[src/rtl/bb_uart_defs.sv]
// Shared UART definitions for the breakout board: baud divider and receiver state encodings.
// TX and RX take their divider from here so both sides stay on the same bit period.
package bb_uart_defs;

    localparam int unsigned UART_OSC_HZ = 5_000_000;
    localparam int unsigned UART_BAUD   = 9600;

    // Nearest whole number of clocks per bit.
    function automatic int unsigned clk_per_bit(input int unsigned clk_hz, input int unsigned baud);
        return (clk_hz + baud / 2) / baud;
    endfunction

    localparam int unsigned UART_CLK_PER_BIT = clk_per_bit(UART_OSC_HZ, UART_BAUD);
    localparam int unsigned UART_HALF_BIT    = UART_CLK_PER_BIT / 2;
    localparam int unsigned UART_CNT_W       = 10;

    typedef enum logic [2:0] {
        RX_IDLE      = 3'd0,
        RX_START     = 3'd1,
        RX_DATA      = 3'd2,
        RX_STOP      = 3'd3,
        RX_WAIT_IDLE = 3'd4
    } rx_state_t;

endpackage

[src/rtl/bb_uart_rx_sync.sv]
// Two-flop synchronizer for the asynchronous rxd line, both flops resetting to idle-high.
// With BB_UART_RX_MAJORITY_EN defined, smp is a 2-of-3 vote over the last three rxd_s values.
module bb_uart_rx_sync (
    input  logic clk,
    input  logic rst,
    input  logic rxd,
    output logic rxd_s,
    output logic smp
);

    logic [1:0] sync;

    always_ff @(posedge clk) begin
        if (rst) begin
            sync <= '1;
        end else begin
            sync <= {sync[0], rxd};
        end
    end

    assign rxd_s = sync[1];

`ifdef BB_UART_RX_MAJORITY_EN
    logic [1:0] hist_q;
    logic [2:0] hist;

    always_ff @(posedge clk) begin
        if (rst) begin
            hist_q <= '1;
        end else begin
            hist_q <= {hist_q[0], rxd_s};
        end
    end

    // Oldest to newest: rxd_s two cycles ago, one cycle ago, now.
    assign hist = {hist_q, rxd_s};
    assign smp  = (hist[2] & hist[1]) | (hist[2] & hist[0]) | (hist[1] & hist[0]);
`else
    assign smp = rxd_s;
`endif

endmodule

[src/rtl/bb_uart_rx.sv]
// 8N1 UART receiver sampling rxd at mid-bit; pulses valid with data, or frame_err on a low stop bit.
// Optional build macro BB_UART_RX_MAJORITY_EN enables 3-sample majority voting at each sample point.
module bb_uart_rx
    import bb_uart_defs::*;
#(
    parameter int unsigned CLK_PER_BIT = UART_CLK_PER_BIT,
    parameter int unsigned HALF_BIT    = CLK_PER_BIT / 2,
    parameter int unsigned CNT_W       = UART_CNT_W
) (
    input  logic       clk,
    input  logic       rst,
    input  logic       rxd,
    output logic [7:0] data,
    output logic       valid,
    output logic       frame_err
);

    localparam logic [CNT_W-1:0] LAST_BIT  = CNT_W'(CLK_PER_BIT - 1);
    localparam logic [CNT_W-1:0] LAST_HALF = CNT_W'(HALF_BIT - 1);
    localparam logic [CNT_W-1:0] CNT_ONE   = CNT_W'(1);

    logic             rxd_s;
    logic             smp;
    rx_state_t        state;
    logic [CNT_W-1:0] cnt;
    logic [2:0]       bit_idx;
    logic [7:0]       shreg;

    bb_uart_rx_sync u_sync (
        .clk   (clk),
        .rst   (rst),
        .rxd   (rxd),
        .rxd_s (rxd_s),
        .smp   (smp)
    );

    always_ff @(posedge clk) begin
        if (rst) begin
            state     <= RX_IDLE;
            cnt       <= '0;
            bit_idx   <= '0;
            shreg     <= '0;
            data      <= '0;
            valid     <= 1'b0;
            frame_err <= 1'b0;
        end else begin
            valid     <= 1'b0;
            frame_err <= 1'b0;
            case (state)
                RX_IDLE: begin
                    if (!rxd_s) begin
                        state <= RX_START;
                        cnt   <= '0;
                    end
                end
                RX_START: begin
                    if (cnt == LAST_HALF) begin
                        cnt <= '0;
                        if (smp) begin
                            state <= RX_IDLE;
                        end else begin
                            state   <= RX_DATA;
                            bit_idx <= '0;
                        end
                    end else begin
                        cnt <= cnt + CNT_ONE;
                    end
                end
                RX_DATA: begin
                    if (cnt == LAST_BIT) begin
                        cnt   <= '0;
                        shreg <= {smp, shreg[7:1]};
                        if (bit_idx == 3'd7) begin
                            state   <= RX_STOP;
                            bit_idx <= '0;
                        end else begin
                            bit_idx <= bit_idx + 3'd1;
                        end
                    end else begin
                        cnt <= cnt + CNT_ONE;
                    end
                end
                RX_STOP: begin
                    // Leaves STOP half a bit early so an immediately following start edge is caught.
                    if (cnt == LAST_BIT) begin
                        cnt <= '0;
                        if (smp) begin
                            data  <= shreg;
                            valid <= 1'b1;
                            state <= RX_IDLE;
                        end else begin
                            frame_err <= 1'b1;
                            state     <= RX_WAIT_IDLE;
                        end
                    end else begin
                        cnt <= cnt + CNT_ONE;
                    end
                end
                RX_WAIT_IDLE: begin
                    if (rxd_s) begin
                        state <= RX_IDLE;
                    end
                end
                default: begin
                    state <= RX_IDLE;
                    cnt   <= '0;
                end
            endcase
        end
    end

endmodule

[config.mk]
export PLATFORM = sky130hd
export DESIGN_NAME = bb_uart_rx
export DESIGN_NICKNAME = d
export VERILOG_FILES = /design/src/rtl/bb_uart_defs.sv /design/src/rtl/bb_uart_rx_sync.sv /design/src/rtl/bb_uart_rx.sv
export SDC_FILE = /design/constraint.sdc
export NUM_CORES = 1
export LEC_CHECK = 0
export ABC_AREA = 1
export CAP_MARGIN = 40
export CORE_ASPECT_RATIO = 0.75
export CORE_MARGIN = 2
export CORE_UTILIZATION = 51
export CTS_CLUSTER_DIAMETER = 40
export DETAILED_ROUTE_END_ITERATION = 8
export PLACE_DENSITY = 0.8
export REMOVE_ABC_BUFFERS = 1
export SYNTH_ARGS = -nofsm -noshare
export SYNTH_HDL_FRONTEND = slang
export SYNTH_HIERARCHICAL = 1
export SYNTH_SLANG_ARGS = --single-unit
[constraint.sdc]
create_clock -name clk -period 1.3 [get_ports clk]
set_input_delay 0.195 -clock clk [delete_from_list [all_inputs] [get_ports clk]]
set_output_delay 0.195 -clock clk [all_outputs]
set_load 0.05 [all_outputs]
Yosys cells after proc, flatten, opt, wreduce, memory -nomap -nowiden. Cells that the tools add are included.

Bits in writable memories: 0. Bits in read-only memories: 0. Bits in latches: 0. Register bits after elaboration: 36. Logic and storage cells: 56. Memories: 0. Input port bits: 3. Output and inout bits: 10.

$mul: 0. Shift-type cells: 0. Order comparisons: 0. $add $sub $neg: 2. Reductions and logical operators: 9. Mux-type cells: 20. Div/mod/pow operators: 0. Bitwise gates (word level): 3. Equal/unequal tests: 14.

Operator list (count): $pmux W10 S4 (1); $mux W3 (11); $mux W10 (3); $pmux W3 S5 (1); $ne A2 B2 Y1 const B (6); $add A10 B1 Y10 const B (1); $eq A10 B10 Y1 const B (1); $eq A10 B9 Y1 const B (1); $eq A3 B2 Y1 const B (2); $eq A3 B3 Y1 const B (2); $pmux W3 S2 (1); $reduce_and A6 Y1 (1); $reduce_and A2 Y1 (2); $reduce_and A4 Y1 (1); $add A3 B1 Y3 const B (1); $eq A3 B1 Y1 const B (1); $logic_not A3 Y1 (1); $not A1 Y1 (3); $reduce_and A3 Y1 (1); $reduce_or A3 Y1 (1); $mux W1 (2); $mux W2 (1); $ne A2 B1 Y1 const B (1); $reduce_bool A2 Y1 (1); $reduce_or A2 Y1 (1).

Depth between registers and ports, before layout.
Depth after elaboration: 4. Depth in mapped cells: 11. Gate-level depth less buffers: 11.

Hierarchy. Netlist, hierarchy kept.

Modules (own cells, without submodules): bb_uart_rx (sequential area each 680.7 µm², area each 1621.6 µm², cells each 220, times used 1); bb_uart_rx_sync (sequential area each 40.0 µm², area each 66.3 µm², cells each 8, times used 1).

Worst setup path after synthesis. Ideal clock, no wire load.

Path kind: flip-flop to flip-flop. Start: reg cnt[0]. End: reg cnt[0]. Required time: 1236 ps. Arrival: 1308 ps. Setup time: 64 ps. Stages on the path, launching flop included: 12. Buffers on the path: 0. Slack: -72 ps. Clock period less this slack: 1372 ps. Path through: dfxtp_1 -> inv_1 -> ha_1 -> nand3_1 -> nor2_2 -> nand2_4 -> inv_2 -> o21ai_2 -> inv_2 -> nand2_2 -> nand2_2 -> nor2_1.

Word-level cells in the longest chain between the ends: 3. Elaborated cells on any way between the ends: 6. Those cells by class: 1 x add/sub; 2 x eq/ne; 3 x mux.

RTL lines: from (decl) (line bb_uart_rx.sv:25) `logic [CNT_W-1:0] cnt;`; from (signal assigned) (line bb_uart_rx.sv:66) `cnt <= cnt + CNT_ONE;`; from (signal assigned) (line bb_uart_rx.sv:80) `cnt <= cnt + CNT_ONE;`; from (signal assigned) (line bb_uart_rx.sv:96) `cnt <= cnt + CNT_ONE;`; $add A10 B1 Y10 (tied with other cells) (line bb_uart_rx.sv:66, bb_uart_rx.sv:80, bb_uart_rx.sv:96); $mux W10 (on tied branches) (line bb_uart_rx.sv:70, bb_uart_rx.sv:85, bb_uart_rx.sv:57); $pmux W10 S4 (*) (line bb_uart_rx.sv:49) `case (state)`.

Mark *: on every way between the ends. The rest lies on a longest branch, timed or not. A chain may end at the register's enable or synchronous reset.

Worst setup path after layout.
Start: reg cnt[1]. End: reg state[1].

Word-level cells in the longest chain between the ends: 3. Elaborated cells on any way between the ends: 6. Those cells by class: 5 x eq/ne; 1 x reduce/logical.

RTL lines: $eq A10 B10 Y1 / $eq A10 B9 Y1 (equally long branches) (line bb_uart_rx.sv:70, bb_uart_rx.sv:85, bb_uart_rx.sv:57); $ne A2 B2 Y1 (no source line); $reduce_and A6 Y1 (no source line) (*); to (signal assigned) (line bb_uart_rx.sv:74) `state <= RX_STOP;`; to (signal assigned) (line bb_uart_rx.sv:90) `state <= RX_IDLE;`; to (signal assigned) (line bb_uart_rx.sv:93) `state <= RX_WAIT_IDLE;`; to (decl) (line bb_uart_rx.sv:24) `rx_state_t state;`.

Marked as above.

==> impl_metrics.json <==
{
  "critical_path_class": "flip-flop to flip-flop",
  "ios": 13,
  "finalSetupViolCount": 33,
  "syn_to_final_growth_pct": 46.9,
  "hold_viol": 0,
  "grt_use_met3_pct": 5.81,
  "ys.flop_type": "dfxtp_1",
  "cp.required_ns": 1.52,
  "fin_ws_ns": -0.259,
  "finalNonFillerCells": 312,
  "hold_path_class": "flip-flop to flip-flop",
  "use_met2_pct": 32.4,
  "cap_violations": 0,
  "synthArstFlopShare_pct": 0,
  "stdcell_area_um2": 2480,
  "r2r_start": "cnt[1]",
  "outcome": "finished with violations",
  "dieWidth_um": 70.4,
  "skew_ns": 0.00232,
  "period_minus_slack_ns": 1.56,
  "core_um2": 3220,
  "synth-seq-area-share_pct": 42.7,
  "grt_max_degree": 21,
  "ir_worst_vdd_mv": 1.01,
  "path_clk_slew_ns": 0.07,
  "nets": 278,
  "dp_slack_ns": -0.269,
  "dp_hpwl_um": 2610,
  "io_buffer_count": 12,
  "clock_sinks": 36,
  "synth_cells": 228,
  "first_global_vias": 1370,
  "synth_edf_count": 0,
  "drt-pass1-iter-count": 4,
  "reg2regPathDepth": 10,
  "synth.largest_area_cell": "dfxtp_1",
  "max_freq_ghz": 0.642,
  "start_util_pct": 52.4,
  "ys_top_cells_by_area": "dfxtp_1 (43%), inv_1 (8.5%), nand2_1 (8.5%)",
  "grtUsageMet1_pct": 31.0,
  "cp_data_arrival_time_ns": 1.78,
  "antenna_cells": 0,
  "endpoint_kind": "flip-flop",
  "r2r_end": "state[1]",
  "hold_depth": 2,
  "start_kind": "flip-flop",
  "drtIter0Drc": 87,
  "ys_seq_elements": 36,
  "dieHeight_um": 53.8,
  "r2r_slack_ns": -0.26,
  "cts_buffer_depth": 2,
  "hold_start": "u_sync/sync[0]",
  "h-tree-depth": 2,
  "root_buffer": "clkbuf_8",
  "grt-ovfl-total": 0,
  "relSlewSlack_pct": 81.2,
  "min_to": "u_sync/sync[1]",
  "synthDistinctLibCells": 23,
  "place_inst": 300,
  "drc": 0,
  "cts_tree": "yes",
  "finalWirelength_um": 4510,
  "clk_latency_ns": 0.29,
  "grt_usage_pct": 22.0,
  "placed_area_um2": 2130,
  "drive_above_1_share_pct": 37.9,
  "antenna_found_initial": 0,
  "grt_pass1_wl_um": 6290,
  "nFillCells": 203,
  "die_area_um2": 3790,
  "row_count": 18,
  "finalCritPeriodShare_pct": 120,
  "ys_top_cells_by_count": "inv_1 (38), nand2_1 (38), dfxtp_1 (36)",
  "syn_area_per_cell_um2": 7.40,
  "tns_ns": -5.24,
  "rsz0062_at_grt": "yes",
  "crit_path_max_fanout": 6,
  "finalMaxSlewViolations": 0,
  "p_per_area_nw_per_um2": 1240,
  "ant_nets": 0,
  "yosys_warnings": 6,
  "numCtsBuffers": 5,
  "netlist_area_um2": 1690,
  "violations": "negative setup slack",
  "synth_top_area_share_pct": 42.7,
  "leakage_nw": 1.04,
  "place_congestion": 0.830,
  "vias": 1604,
  "tightest_slew_ns": 0.281,
  "wl_per_cell_um": 14.5,
  "vias_per_cell": 5.14,
  "grt-busiest-layer": "met2"
}
[metrics by stage]
| step | util, % | hold WS, ns | total power (W) |
|---|---|---|---|
| finish | 77.0 | 0.413 | 0.00307 |
| global route | 77.0 | 0.448 | 0.00319 |
| CTS | 72.3 | 0.413 | 0.00291 |
| detailed placement | 66.1 | 0.396 | 0.00184 |
| global placement | 66.1 | 0.393 | 0.00180 |
| floorplan | - | 0.264 | 0.00160 |
[kinds of logic (layout without fill, tap and decap cells)]
logic type,count (synthesis),after routing,synth area share (%)
adders and majority gates,4,4,2.97
and+or+nand+nor,87,87,25.9
AOI/OAI and AO/OA,48,48,14.5
buffers and inverters,48,92,11.3
DFF,36,36,42.7
xor gates and xnor gates,5,5,2.59
[where the power goes]
group	leakage (nW)	switching, W	internal [W]
registers	0.293	0.0000669	0.00115
clock network	0.0552	0.000408	0.000569
logic	0.693	0.000528	0.000347
total	1.04	0.00100	0.00207
[registers in the layout, summed over array words and instances, names as in the netlist]
register	flops
bit_idx	3
shreg	8
state	3
data	8
frame_err	1
cnt	10
u_sync/sync	2
valid	1
[final cells by class]
cell class / instances / area, um2 / area share (%)
clock buffers: 6 / 72.6 / 2.93
inverters: 43 / 164 / 6.61
clock inverters: 2 / 35.0 / 1.41
multi-input cells: 144 / 965 / 38.9
well taps: 40 / 50.0 / 2.02
repair buffers: 41 / 467 / 18.8
flip-flops and latches: 36 / 727 / 29.3
[critical path, cell delays in order, from the launching register on]
cell	delay, ns
dfxtp_2	0.35
inv_2	0.08
ha_4	0.14
nand3_4	0.08
nor2_4	0.12
nand2_4	0.13
nand2_4	0.12
nand2_4	0.08
nor2_4	0.12
nand2_1	0.11
a21oi_2	0.15
[placed cells by master, fill, tap and decap left out, drive strengths merged]
| master | instances |
|---|---|
| buf | 39 |
| xor2 | 5 |
| nor4 | 1 |
| bufinv | 1 |
| clkdlybuf4s50 | 2 |
| dfxtp | 36 |
| nor3 | 8 |
| a21oi | 26 |
| o21ai | 22 |
| clkinv | 1 |
| inv | 43 |
| clkbuf | 6 |
| nand3 | 11 |
| ha | 4 |
| nor2 | 20 |
| nand2 | 47 |
[routing by layer]
metal | routed length [um] | share of wire, %
met1 | 2000 | 44
met2 | 2200 | 49
met3 | 178 | 3.9
met4 | 131 | 2.9
met5 | 0 | 0
[worst max path at each step]
stage	cells past startpoint	end	from
2_1_floorplan	11	cnt[0]	cnt[0]
3_3_place_gp	9	shreg[2]	cnt[1]
3_5_place_dp	9	shreg[2]	cnt[1]
4_1_cts	9	data[1]	cnt[1]
5_1_grt	10	state[1]	cnt[1]
6_report	10	state[1]	cnt[1]
[what timing repair did]
action                                  4_1_cts  5_1_grt
hold buffers                                  0        0
endpoints found under the setup margin       33       34
pin swaps                                     3        4
cloned                                        0        0
resized for setup                            32       34
setup buffers                                 1        3
Power figures use the tool's default switching activity.
